## src/rtl/fir_to_posit_pipe.sv

```systemverilog
`default_nettype none
// ============================================================================
// Module   : fir_to_posit_pipe
// Brief    : Two-stage valid/ready posit encoder: regime/field assembly, then
//            round-to-nearest-even with saturation, sign and special values.
// Revision : 1.0 - initial release
// ============================================================================
module fir_to_posit_pipe #(
    parameter int N              = 16,
    parameter int ES             = 1,
    parameter int TE_BITS        = 7,
    parameter int FRAC_FULL_SIZE = 32
) (
    input  logic                      clk,
    input  logic                      rst,
    input  logic                      in_valid,
    output logic                      in_ready,
    input  logic                      in_sign,
    input  logic [TE_BITS-1:0]        in_te,
    input  logic [FRAC_FULL_SIZE-1:0] in_frac,
    input  logic                      in_frac_truncated,
    input  logic                      in_is_zero,
    input  logic                      in_is_nar,
    output logic                      out_valid,
    input  logic                      out_ready,
    output logic [N-1:0]              out_posit
);

    // Assembled string: longest legal regime (N-1 bits) followed by e and fraction.
    localparam int                         c_sw    = N - 1 + ES + FRAC_FULL_SIZE;
    localparam logic signed [TE_BITS-1:0]  c_k_max = TE_BITS'(N - 2);
    localparam logic signed [TE_BITS-1:0]  c_k_min = TE_BITS'(-(N - 1));
    localparam logic [N-2:0]               c_maxpos = {(N-1){1'b1}};
    localparam logic [N-2:0]               c_minpos = {{(N-2){1'b0}}, 1'b1};

    // ---------------- stage 1 combinational ----------------
    logic signed [TE_BITS-1:0] w_k;
    logic                      w_k_neg;
    logic [TE_BITS-1:0]        w_kmag;
    logic [TE_BITS-1:0]        w_rlen;
    logic [c_sw-1:0]           w_regime;
    logic [c_sw-1:0]           w_tail;
    logic [c_sw-1:0]           w_str;
    logic                      w_sat_max;
    logic                      w_sat_min;
    logic                      w_s1_advance;

    always_comb begin
        w_k     = $signed(in_te) >>> ES;
        w_k_neg = w_k[TE_BITS-1];
        w_kmag  = w_k_neg ? TE_BITS'(-w_k) : TE_BITS'(w_k);
        if (!w_k_neg) begin
            w_regime = ~({c_sw{1'b1}} >> (w_kmag + 1));
            w_rlen   = w_kmag + TE_BITS'(2);
        end else begin
            w_regime = {1'b1, {(c_sw-1){1'b0}}} >> w_kmag;
            w_rlen   = w_kmag + TE_BITS'(1);
        end
        w_tail    = {in_te[ES-1:0], in_frac, {(N-1){1'b0}}} >> w_rlen;
        w_str     = w_regime | w_tail;
        w_sat_max = !w_k_neg && (w_k >= c_k_max);
        w_sat_min = w_k <= c_k_min;
    end

    // ---------------- stage 1 registers ----------------
    logic          r_s1_valid;
    logic [N-2:0]  r_s1_body;
    logic          r_s1_guard;
    logic          r_s1_sticky;
    logic          r_s1_sign;
    logic          r_s1_sat_max;
    logic          r_s1_sat_min;
    logic          r_s1_zero;
    logic          r_s1_nar;
    logic          r_s2_valid;
    logic [N-1:0]  r_s2_posit;

    assign w_s1_advance = !r_s2_valid || out_ready;
    assign in_ready     = !r_s1_valid || w_s1_advance;

    always_ff @(posedge clk) begin
        if (rst) begin
            r_s1_valid   <= 1'b0;
            r_s1_body    <= '0;
            r_s1_guard   <= 1'b0;
            r_s1_sticky  <= 1'b0;
            r_s1_sign    <= 1'b0;
            r_s1_sat_max <= 1'b0;
            r_s1_sat_min <= 1'b0;
            r_s1_zero    <= 1'b0;
            r_s1_nar     <= 1'b0;
        end else if (in_ready) begin
            r_s1_valid <= in_valid;
            if (in_valid) begin
                r_s1_body    <= w_str[c_sw-1 -: N-1];
                r_s1_guard   <= w_str[c_sw-N];
                r_s1_sticky  <= (|w_str[c_sw-N-1:0]) | in_frac_truncated;
                r_s1_sign    <= in_sign;
                r_s1_sat_max <= w_sat_max;
                r_s1_sat_min <= w_sat_min;
                r_s1_zero    <= in_is_zero;
                r_s1_nar     <= in_is_nar;
            end
        end
    end

    // ---------------- stage 2 combinational ----------------
    logic          w_round_up;
    logic [N-1:0]  w_sum;
    logic [N-2:0]  w_mag;
    logic [N-1:0]  w_posit;

    always_comb begin
        w_round_up = r_s1_guard & (r_s1_sticky | r_s1_body[0]);
        w_sum      = {1'b0, r_s1_body} + {{(N-1){1'b0}}, w_round_up};
        // A carry into the sign position would wrap past maxpos, so clamp it.
        if (r_s1_sat_max || w_sum[N-1]) begin
            w_mag = c_maxpos;
        end else if (r_s1_sat_min || (w_sum[N-2:0] == '0)) begin
            w_mag = c_minpos;
        end else begin
            w_mag = w_sum[N-2:0];
        end
        w_posit = r_s1_sign ? -{1'b0, w_mag} : {1'b0, w_mag};
        if (r_s1_nar) begin
            w_posit = {1'b1, {(N-1){1'b0}}};
        end else if (r_s1_zero) begin
            w_posit = '0;
        end
    end

    // ---------------- stage 2 registers ----------------
    always_ff @(posedge clk) begin
        if (rst) begin
            r_s2_valid <= 1'b0;
            r_s2_posit <= '0;
        end else if (w_s1_advance) begin
            r_s2_valid <= r_s1_valid;
            if (r_s1_valid) begin
                r_s2_posit <= w_posit;
            end
        end
    end

    assign out_valid = r_s2_valid;
    assign out_posit = r_s2_posit;

endmodule
`default_nettype wire

```

## config.mk

```make
export PLATFORM = sky130hd
export DESIGN_NAME = fir_to_posit_pipe
export DESIGN_NICKNAME = d
export VERILOG_FILES = /design/src/rtl/fir_to_posit_pipe.sv
export SDC_FILE = /design/constraint.sdc
export NUM_CORES = 1
export LEC_CHECK = 0
export BUFFER_PORTS_ARGS = -buffer_cell sky130_fd_sc_hd__buf_2
export CAP_MARGIN = 25
export CORE_MARGIN = 3
export CORE_UTILIZATION = 59
export CTS_CLUSTER_DIAMETER = 60
export DETAILED_ROUTE_END_ITERATION = 10
export GPL_TIMING_DRIVEN = 0
export PLACE_DENSITY = 0.81
export SYNTH_ARGS = -nofsm -noshare
export SYNTH_HDL_FRONTEND = slang
export SYNTH_SLANG_ARGS = --single-unit
```

## constraint.sdc

```tcl
create_clock -name clk -period 14.15 [get_ports clk]
set_clock_uncertainty 0.1 [all_clocks]
set_input_delay 3.5375 -clock clk [delete_from_list [all_inputs] [get_ports clk]]
set_output_delay 3.5375 -clock clk [all_outputs]
set_load 0.02 [all_outputs]
```

# After elaboration in Yosys (flattened, before gate mapping)
# Index checks and enable logic that the tools add are counted.
[word_totals]
register_bits = 40
inputBits = 47
word_cells = 47
[op_classes]
n_addsub = 6
order_cmp = 2
n_shift = 3
muxes = 8
bitwise = 5
reduce_logical = 12
[ops]
columns = ["operator", "count"]
rows = [
  ["$mux 16", 3],
  ["$mux 48", 1],
  ["$not 48->48", 1],
  ["$or 48x48->48", 1],
  ["$shr 48x7->48", 1],
  ["$shr 48x7->48 const A", 1],
  ["$shr 48x8->48 const A", 1],
  ["$reduce_or 32->1", 1],
  ["$mux 15", 2],
  ["$add 15x1->16", 1],
  ["$neg 15->16", 1],
  ["$logic_not 15->1", 1],
  ["$mux 7", 2],
  ["$add 7x1->8 const B", 1],
  ["$add 7x1->7 const B", 1],
  ["$add 7x2->7 const B", 1],
  ["$neg 6->7", 1],
  ["$ge 6x5->1 const B", 1],
  ["$le 6x5->1 const B", 1],
  ["$logic_or 1x1->1", 4],
  ["$reduce_and 2->1", 2],
  ["$logic_not 1->1", 3],
  ["$or 1x1->1", 2],
  ["$and 1x1->1", 1],
  ["$logic_and 1x1->1", 1],
]

# Logic depth before layout (Yosys ltp)
[depth]
word_depth = 11
ltp_mapped = 19

# Worst setup path after synthesis
# No wires, ideal clock.
[synth_path]
path_type = "input to output"
start = "input out_ready"
end = "output in_ready"
t_arrival_ps = 3901
slack_ps = 6611
path_stages = 2
path_buffers = 0
path_cell_list = "nor2b_1 > nand2_1"
[synth_between]
elab_chain_cells = 2
[synth_lines]
columns = ["item", "line", "source"]
rows = [
  ["from (decl)", "25", "input logic out_ready,"],
  ["$logic_or 1x1->1", "78", "assign w_s1_advance = !r_s2_valid || out_ready;"],
  ["$logic_or 1x1->1", "79", "assign in_ready = !r_s1_valid || w_s1_advance;"],
  ["to (decl)", "17", "output logic in_ready,"],
]
# Every way passes these cells.

# Worst setup path after layout
[layout_path]
start = "input in_te[1]"
end = "register r_s1_sticky"
[layout_between]
elab_chain_cells = 9
elab_cells_between_ends = 14
[layout_lines]
columns = ["item", "line", "source"]
rows = [
  ["from (decl)", "19", "input logic [TE_BITS-1:0] in_te,"],
  ["$neg 6->7", "51", "w_kmag = w_k_neg ? TE_BITS'(-w_k) : TE_BITS'(w_k);"],
  ["$mux 7 *", "51", ""],
  ["$add 7x1->8", "53", "w_regime = ~({c_sw{1'b1}} >> (w_kmag + 1));"],
  ["$shr 48x8->48", "53", ""],
  ["$not 48->48", "53", ""],
  ["$mux 48", "52", "if (!w_k_neg) begin"],
  ["$or 48x48->48 *", "60", "w_str = w_regime | w_tail;"],
  ["$reduce_or 32->1 *", "97", "r_s1_sticky <= (|w_str[c_sw-N-1:0]) | in_frac_truncated;"],
  ["$or 1x1->1 *", "97", ""],
  ["to (signal assigned)", "97", ""],
  ["to (decl)", "69", "logic r_s1_sticky;"],
]
# Every way passes the cells marked *; elsewhere a longest branch is shown, timed or not.
# A chain may end at the register's enable or synchronous reset.

==> impl_metrics.json <==
{
  "synth_compound_area_share_pct": 29.6,
  "yosys.area.top_type_share_pct": 16.2,
  "rsz0062_at_grt": "no",
  "cts_root_buffer": "clkbuf_8",
  "syn-num-nets": 741,
  "ios": 65,
  "postRouteWirelength_mm": 16.0,
  "vias_per_cell": 6.62,
  "synthTopCellsByCount": "nor2_1, nand2_1, a21oi_1, dfxtp_1",
  "synth_top_family_by_area": "compound AO/OA/AOI/OAI gates",
  "min_period_ns": 8.13,
  "p_leak_nw": 2.23,
  "hp-start": "out_posit[7]$_SDFFE_PP0P_",
  "drt-pass1-iter-count": 5,
  "path_class": "input pin to flop",
  "max_slew_margin_pct": 42.4,
  "yosysMostFrequentCell": "nor2_1",
  "cts_made_buffers": 5,
  "end_kind": "flop",
  "dp_cells": 844,
  "synth_xor_area_share_pct": 6.88,
  "path_max_fanout": 13,
  "ys_types": 89,
  "fin_crit_sh_pct": 57.5,
  "vdd_drop_max_uv": 48.5,
  "rows": 32,
  "fin_area_mm2": 0.00549,
  "finalSetupViolCount": 0,
  "wl_per_cell_um": 18.8,
  "antenna_found_initial": 0,
  "io_buffers": 62,
  "whs_ns": 0.358,
  "crit-reg2reg-launch": "r_s1_sticky$_SDFFE_PP0P_",
  "synth_edf_count": 0,
  "cts_tree": "done",
  "hold_viol": 0,
  "start_util_pct": 62.2,
  "clk_pin_slew_ns": 0.08,
  "synth_area_mm2": 0.00493,
  "fin_nets": 810,
  "layout-drive-gt1-share_pct": 17.2,
  "cts_hold_buffers": 0,
  "pre_cts_ws_ns": 5.87,
  "clk_latency_ns": 0.30,
  "yosysWarnings": 0,
  "vias": 5638,
  "die_w_um": 97.4,
  "max_freq_mhz": 123,
  "ant_nets": 0,
  "synth_flop_cell": "dfxtp_1",
  "cp.arrival_ns": 8.22,
  "syn_inst": 680,
  "die_area_mm2": 0.00949,
  "fin_setup_tns_ns": 0,
  "reg2reg_to": "out_posit[14]$_SDFFE_PP0P_",
  "synthMuxAreaShare_pct": 10.0,
  "reg2reg_depth": 16,
  "htree_levels": 2,
  "worst_slew_pin_slew_ns": 0.856,
  "diodes": 0,
  "chipHeight_um": 97.4,
  "cts_buffer_depth": 2,
  "grt_max_degree": 14,
  "largest_reg_flops": 16,
  "route.detailed.drc": 0,
  "r2r_slack_ns": 9.42,
  "grt_usage_pct": 32.3,
  "hold_path_end": "out_posit[7]$_SDFFE_PP0P_",
  "ys_seq_elements": 40,
  "synthArstFlopShare_pct": 0,
  "placed_cell_area_mm2": 0.00537,
  "min_path_type": "flop to flop",
  "gp_congestion": 0.995,
  "drtIter0Drc": 510,
  "power_density_mw_per_mm2": 85.4,
  "gr-total-overflow": 0,
  "synthToLayoutAreaGrowth_pct": 11.4,
  "synth_fa_ha_area_share_pct": 3.55,
  "core_mm2": 0.00793,
  "status": "finished, final reports clean",
  "post-cts-setup-buffers": 0,
  "cts.sinks": 40,
  "crit_required_ns": 14.24,
  "drv_cap": 0,
  "synth_simple_gate_area_share_pct": 26.6,
  "worstHoldPathCells": 2,
  "first_global_vias": 5382,
  "setup_ws_ns": 6.02,
  "start_kind": "input pin",
  "stdcell_count": 852,
  "drv_slew": 0,
  "synth-seq-area-share_pct": 16.2,
  "hpwlAfterDp_mm": 12.7,
  "synth.avg_cell_area_um2": 7.25,
  "synthTopCellsByArea": "dfxtp_1, mux2i_1, a21oi_1",
  "cts.repair.resized": 0,
  "grt_first_pass_wirelength_mm": 25.7,
  "yosysTopAreaCell": "dfxtp_1"
}
cell type report:
cell class	instances	area [µm²]
Multi-Input combinational cell	573	3780
Fill cell	711	2430
Sequential cell	40	801
Timing Repair Buffer	62	310
Buffer	50	283
Tap cell	102	128
Clock buffer	7	96.3
Inverter	17	63.8
Clock inverter	1	30.0
power breakdown:
part	switching, mW	internal, mW	total (mW)
registers	0.00502	0.121	0.126
logic	0.152	0.0881	0.240
clock network	0.0412	0.0623	0.103
total	0.198	0.271	0.469
cell families after synthesis:
logic type	after synthesis
AND/OR/NAND/NOR	263
AO/OA/AOI/OAI	215
buffers and inverters	67
multiplexers	47
flip-flops	40
XOR/XNOR	34
adder cells (fa/ha/maj)	14
placed cells by master, fill, tap and decap left out, types with 9 or more instances in the layout:
cell and instances:
a21oi_1 60, a22oi_1 9, buf_2 72, clkbuf_1 26
dfxtp_1 40, ha_1 14, inv_1 15, mux2_2 9
mux2i_1 37, nand2_1 71, nand3_1 15, nor2_1 75
nor3_1 33, o211ai_1 14, o21ai_0 37, xnor2_1 17
xor2_1 13
worst max-delay path by stage:
stage / from / endpoint / slack [ns] / cells past startpoint
global placement: in_te[1] / r_s1_sticky$_SDFFE_PP0P_ / 6.00 / 17
floorplan: out_ready / in_ready / 6.61 / 2
finish: in_te[1] / r_s1_sticky$_SDFFE_PP0P_ / 6.02 / 17
global route: in_te[1] / r_s1_sticky$_SDFFE_PP0P_ / 5.83 / 17
detailed placement: in_te[1] / r_s1_sticky$_SDFFE_PP0P_ / 5.87 / 17
CTS: in_te[1] / r_s1_sticky$_SDFFE_PP0P_ / 6.19 / 17
worst max-delay path, cell delays in order:
cell and delay [ns]:
buf_2 0.10, buf_4 0.20, buf_2 0.26, inv_1 0.17, ha_1 0.26, nand2b_1 0.18
xnor2_2 0.58, ha_1 0.42, mux2i_1 0.55, clkbuf_1 0.47, buf_6 0.22, a21oi_1 0.07
mux2i_1 0.35, o21ai_0 0.25, nor4_1 0.22, nand3_1 0.14, o211a_1 0.23
routing by layer:
metal	GRT usage, %	vias up	part of all wire, %	wire length [µm]
met3	3.80	50	8.0	1280
met5	0	-	0	0
li1	-	2664	-	-
met2	54.7	297	47	7530
met1	41.0	2627	41	6510
met4	14.6	0	4.2	668
stage by stage:
step,utilization [%],power [mW]
after detailed placement,67.7,0.359
after global routing,69.3,0.492
after floorplan,-,0.297
after CTS,69.3,0.460
after global placement,67.7,0.354
final,69.3,0.469
Power figures use the tool's default switching activity.
